`src/rtl/fixed_pkg.sv`:
```
// Shared Q15 fixed-point constants and saturation helpers for the
// multiply and accumulate stages.
package fixed_pkg;

   localparam logic signed [15:0] Q15_MAX = 16'sh7FFF;
   localparam logic signed [15:0] Q15_MIN = 16'sh8000;
   localparam int MUL_LAT = 5;

   // Callers sign-extend their operand to this width before saturating.
   localparam int SAT_IN_W = 64;
   localparam logic signed [SAT_IN_W-1:0] SAT_HI = 64'sd32767;
   localparam logic signed [SAT_IN_W-1:0] SAT_LO = -64'sd32768;

   function automatic logic is_clip16(input logic signed [SAT_IN_W-1:0] x);
      return (x > SAT_HI) || (x < SAT_LO);
   endfunction

   function automatic logic signed [15:0] sat16(input logic signed [SAT_IN_W-1:0] x);
      if (x > SAT_HI) begin
         return Q15_MAX;
      end else if (x < SAT_LO) begin
         return Q15_MIN;
      end else begin
         return x[15:0];
      end
   endfunction

endpackage

```
`src/rtl/mult.sv`:
```
// Five-stage saturating Q15 multiplier: p = sat16(floor(a*b / 2^15)).
// No enable; a new operand pair may enter every cycle.
module mult
   import fixed_pkg::*;
(
   input  logic               clk,
   input  logic               rst,
   input  logic signed [15:0] i_a,
   input  logic signed [15:0] i_b,
   output logic signed [15:0] o_p
);

   logic signed [15:0] r_a;
   logic signed [15:0] r_b;
   logic signed [31:0] r_full;
   logic signed [15:0] r_p3;
   logic signed [15:0] r_p4;
   logic signed [15:0] r_p5;
   logic signed [31:0] w_shift;

   // Arithmetic shift gives floor rounding; only -1.0 * -1.0 exceeds Q15.
   assign w_shift = r_full >>> 15;

   always_ff @(posedge clk or posedge rst) begin
      if (rst) begin
         r_a    <= '0;
         r_b    <= '0;
         r_full <= '0;
         r_p3   <= '0;
         r_p4   <= '0;
         r_p5   <= '0;
      end else begin
         r_a    <= i_a;
         r_b    <= i_b;
         r_full <= 32'(r_a) * 32'(r_b);
         r_p3   <= sat16(SAT_IN_W'(w_shift));
         r_p4   <= r_p3;
         r_p5   <= r_p4;
      end
   end

   assign o_p = r_p5;

endmodule

```
`src/rtl/dot_q15.sv`:
```
// Streaming Q15 dot product: multiplies accepted (a, b) pairs, accumulates
// with guard bits and presents the saturated sum on a one-entry output.
module dot_q15
   import fixed_pkg::sat16;
   import fixed_pkg::is_clip16;
   import fixed_pkg::SAT_IN_W;
#(
   parameter int ACC_W   = 24,
   parameter int MUL_LAT = fixed_pkg::MUL_LAT
) (
   input  logic               clk,
   input  logic               reset_n,
   input  logic               in_valid,
   output logic               in_ready,
   input  logic signed [15:0] in_a,
   input  logic signed [15:0] in_b,
   input  logic               in_last,
   output logic               out_valid,
   input  logic               out_ready,
   output logic signed [15:0] out_data,
   output logic               out_sat
);

   logic [MUL_LAT:1]         r_tag_v;
   logic [MUL_LAT:1]         r_tag_l;
   logic signed [ACC_W-1:0]  r_acc;
   logic                     r_first;
   logic                     r_out_valid;
   logic signed [15:0]       r_out_data;
   logic                     r_out_sat;

   logic                     w_accept;
   logic                     w_pending;
   logic signed [15:0]       w_mul_a;
   logic signed [15:0]       w_mul_b;
   logic signed [15:0]       w_prod;
   logic signed [ACC_W-1:0]  w_prod_ext;
   logic signed [ACC_W-1:0]  w_acc_next;
   logic                     w_fire;
   logic                     w_fire_last;

   // The multiplier cannot stall, so a last beat is only admitted once the
   // previous result has fully drained; non-last beats always flow.
   assign w_pending = (|(r_tag_v & r_tag_l)) || r_out_valid;
   assign in_ready  = reset_n && (!in_last || !w_pending);
   assign w_accept  = in_valid && in_ready;

   assign w_mul_a = w_accept ? in_a : '0;
   assign w_mul_b = w_accept ? in_b : '0;

   mult u_mult (
      .clk (clk),
      .rst (~reset_n),
      .i_a (w_mul_a),
      .i_b (w_mul_b),
      .o_p (w_prod)
   );

   assign w_fire      = r_tag_v[MUL_LAT];
   assign w_fire_last = w_fire && r_tag_l[MUL_LAT];
   assign w_prod_ext  = ACC_W'(w_prod);
   assign w_acc_next  = r_first ? w_prod_ext : (r_acc + w_prod_ext);

   always_ff @(posedge clk or negedge reset_n) begin
      if (!reset_n) begin
         r_tag_v     <= '0;
         r_tag_l     <= '0;
         r_acc       <= '0;
         r_first     <= 1'b1;
         r_out_valid <= 1'b0;
         r_out_data  <= '0;
         r_out_sat   <= 1'b0;
      end else begin
         r_tag_v[1] <= w_accept;
         r_tag_l[1] <= w_accept && in_last;
         for (int i = 2; i <= MUL_LAT; i++) begin
            r_tag_v[i] <= r_tag_v[i-1];
            r_tag_l[i] <= r_tag_l[i-1];
         end

         if (w_fire) begin
            r_acc   <= w_acc_next;
            r_first <= r_tag_l[MUL_LAT];
         end

         if (w_fire_last) begin
            r_out_valid <= 1'b1;
            r_out_data  <= sat16(SAT_IN_W'(w_acc_next));
            r_out_sat   <= is_clip16(SAT_IN_W'(w_acc_next));
         end else if (r_out_valid && out_ready) begin
            r_out_valid <= 1'b0;
         end
      end
   end

   assign out_valid = r_out_valid;
   assign out_data  = r_out_data;
   assign out_sat   = r_out_sat;

endmodule

```
`config.mk`:
```
export PLATFORM = sky130hd
export DESIGN_NAME = dot_q15
export DESIGN_NICKNAME = d
export VERILOG_FILES = /design/src/rtl/fixed_pkg.sv /design/src/rtl/mult.sv /design/src/rtl/dot_q15.sv
export SDC_FILE = /design/constraint.sdc
export NUM_CORES = 1
export LEC_CHECK = 0
export ABC_CLOCK_PERIOD_IN_PS = 6000
export CAP_MARGIN = 10
export CORE_MARGIN = 5
export CORE_UTILIZATION = 40
export CTS_CLUSTER_DIAMETER = 30
export DETAILED_ROUTE_END_ITERATION = 6
export GPL_TIMING_DRIVEN = 0
export HOLD_SLACK_MARGIN = 0.02
export MAX_ROUTING_LAYER = met4
export SYNTH_ARGS = -nofsm -noshare
export SYNTH_HDL_FRONTEND = slang
export SYNTH_HIERARCHICAL = 1
export SYNTH_SLANG_ARGS = --single-unit
```
`constraint.sdc`:
```
create_clock -name clk -period 6 [get_ports clk]
set_input_delay 1.2 -clock clk [delete_from_list [all_inputs] [get_ports clk]]
set_output_delay 1.2 -clock clk [all_outputs]
set_load 0.005 [all_outputs]
```
==> results.toml <==
[floorplan]
die_x_um = 211
number_of_ports_placed_on_the_die_boundary = 56
die_area_um2 = 44500
num_rows = 73
die_height_um = 211
floorplan.initialDensity_pct = 40.5
core_area_um2 = 39800

[finish]
ff_latch_area_um2 = 3790
area.growth.synth_to_final_pct = 16.4
multi_input_area_um2 = 11200
finalNonFillerCells = 2266
layout.filler_cells = 3758
fin_area_um2 = 18800
nets = 2128
layout.core_utilization_pct = 47.2
final_layout_size_suffix_gt1_share_pct = 12.3

[logic_synthesis]
synth_edf_count = 0
postSynth.asyncResetShare_pct = 100
yosys_register_bits = 150
synth_top_cells_by_area = "fa_1, dfrtp_1, ha_1"
netlist.area_leader.share_pct = 32.5
synth_warnings = 6
synth_nets = 2022
proportion_of_synthesized_chip_area_in_sequential_cells_pct = 23.3
synth.avg_cell_area_um2 = 9.96
mappedNetlistArea_um2 = 16100
syn_inst = 1621
post-synth-top-area-cell = "fa_1"
synthDistinctLibCells = 81
synth-main-ff-cell = "dfrtp_1"

[global_route]
grt_antenna_before_repair = 4
global_route.usage.total_pct = 20.7
overflow = 0
grt_pass1_wl_um = 68900
grt_start_max_net_pins = 67
first_global_vias = 12300

[drt]
wl_per_cell_um = 18.9
route.detailed.vias_per_inst = 5.13
routed_wirelength_um = 42900
drtPass1Iterations = 5
route.detailed.drc = 0
antenna_left = 0
drt_iter0_drc = 790
num_vias = 11600

[sta]
period_needed_ps = 5950
report.final.hold_viol_count = 0
finalWorstSetupSlack_ps = 54.9
final_max_slew_viol_count = 0
timing.max_slew.rel_slack_pct = 48.3
final_min_period_over_clock_period_pct = 99.1
tightest_slew_ps = 775
fin_worst_skew_ps = 22.1
rsz0062_at_grt = "yes"
maximum_clock_frequency_mhz = 168
setup-violations-final = 0

[worst_setup_path]
reg2reg_setup_slack_ps = 50
capturing_point_of_the_worst_reg2reg_path = "u_mult/r_full[24]"
startpoint_to_endpoint_class_of_the_critical_path = "register to register"
rr_startpoint = "u_mult/r_b[6]"
worstPathRequired_ps = 6310
worstPathMaxFanout = 10
arrival_ps = 6260
timing.reg2reg.worst_path_depth = 20
setup.worst_path.start = "u_mult/r_b[6]"
start_kind = "register"
worstSetupEndpointType = "register"
critPathCapture = "u_mult/r_full[24]"

[clock_tree]
insertion_delay_ps = 450
cts_htree_levels = 4
cts_hold_buf = 0
clk_root_buffer_cell = "clkbuf_16"
cts_max_path_buffers = 2
path_clk_slew_ps = 70
clock_tree_from_tritoncts = "yes"
numCtsBuffers = 17
numClockSinks = 150

[hold_path]
min-delay-path-class = "register to register"

[pwr]
vdd_drop_max_v = 0.000248
totalPowerFinal_mw = 5.21
pwr_density_cell_nw_per_um2 = 277
power.leakage_nw = 9.31

[job]
drv.max_cap_violation_count = 0

[placement]
place_congestion = 0.922
buffer_ports.inserted = 55
place_ws_ps = -871
placedCellCount = 2203
dpl_cell_area_um2 = 17400
hpwl_um = 33800

[run_status]
run_status = "completed"
cells in the mapped netlist (3+ instances only):
library cell and instances:
nand3_1 9, o21bai_1 5, nand4_1 5, a21oi_1 56, nand2_1 163, dfrtp_1 149, o21ai_1 4, mux2i_1 6
o221ai_1 3, o22ai_1 13, clkbuf_1 50, nor3_1 6, a21o_1 10, o21a_1 13, ha_1 102, nor2_1 62
xnor2_1 31, or2_2 10, o21ai_0 38, nor2b_1 5, a211oi_1 5, xor2_1 14, and2_1 124, maj3_1 15
a2111oi_0 3, mux2_2 6, buf_2 4, o211ai_1 14, inv_1 312, nor4_1 3, nand2b_1 11, fa_1 262
a41oi_1 3, and3_1 37, a31oi_1 10, buf_1 3
per-stage QoR:
step	setup TNS, ps	hold WS [ps]
after floorplan	0	331
after global placement	-141590	333
after detailed placement	-8300	335
after CTS	-5.09	341
after global routing	-34.4	351
final	0	341
power breakdown:
group	switching [mW]	internal (mW)
clock network	0.505	0.639
registers	0.175	1.29
logic	1.51	1.09
registers in the layout (all words and copies together), names as in the netlist:
name,flops
u_mult/r_b,16
out_valid,1
r_tag_v,5
r_first,1
u_mult/r_full,17
u_mult/r_p4,16
out_data,16
out_sat,1
r_tag_l,5
u_mult/o_p,16
r_acc,24
u_mult/r_a,16
u_mult/r_p3,16
layout by cell type, fill, tap and decap left out, types with 36 or more instances in the layout:
master	instances
a21oi_1	49
and2_1	124
and3_1	37
clkdlybuf4s50_1	54
dfrtp_1	123
fa_1	254
ha_1	92
inv_1	310
nand2_1	162
nor2_1	62
o21ai_0	36
kinds of logic after synthesis:
| logic type | count (synthesis) | share of synthesized area [%] |
|---|---|---|
| simple gates | 445 | 13.9 |
| fa+ha+maj | 379 | 41.3 |
| buf+inv | 373 | 8.81 |
| compound gates | 215 | 9.31 |
| flops | 150 | 23.3 |
| xor+xnor | 46 | 2.54 |
| mux | 13 | 0.876 |
how the worst min path moves through the flow:
stage	from	endpoint	cells after the start
finish	u_mult/r_p4[2]	u_mult/o_p[2]	0
global placement	u_mult/r_p3[5]	u_mult/r_p4[5]	0
detailed placement	u_mult/r_p4[1]	u_mult/o_p[1]	0
floorplan	u_mult/r_p4[0]	u_mult/o_p[0]	0
CTS	u_mult/r_p4[2]	u_mult/o_p[2]	0
global route	u_mult/r_p3[0]	u_mult/r_p4[0]	0
metal layers:
| metal | part of all wire, % | up-vias | routed length [um] | global-route usage (%) |
|---|---|---|---|---|
| li1 | - | 5292 | - | - |
| met1 | 45 | 5942 | 19500 | 28.8 |
| met2 | 45 | 322 | 19400 | 30.3 |
| met3 | 7.0 | 68 | 3000 | 5.17 |
| met4 | 2.5 | 0 | 1090 | 5.88 |
| met5 | 0 | - | 0 | - |
area by class of cell:
cell class	instances	share of cell area (%)
Antenna cell	1	0.0133
Buffer	58	2.32
Tap cell	525	3.50
Multi-Input combinational cell	1098	59.8
Clock inverter	15	1.08
Inverter	313	6.27
Sequential cell	150	20.2
Clock buffer	17	2.26
Timing Repair Buffer	89	4.54
critical path: stages, from the launching register on:
cell      delay (ps)
dfrtp_2          480
clkbuf_4         240
and2_1           180
fa_1             480
inv_1             50
fa_1             460
fa_1             520
inv_1             50
ha_1             300
fa_1             510
inv_1             60
fa_1             490
inv_1             60
ha_1             370
o211ai_1         200
nand2_1           90
and3_1           190
a221o_2          440
nor4_2           320
o31ai_1          140
xor2_1           160
timing repair:
item | CTS | global route
setup endpoints to repair | 17 | 12
buffers inserted | 12 | 20
resized for setup | 106 | 58
pin swaps | 8 | 20
Note: power is estimated with default switching activity, not from simulation.
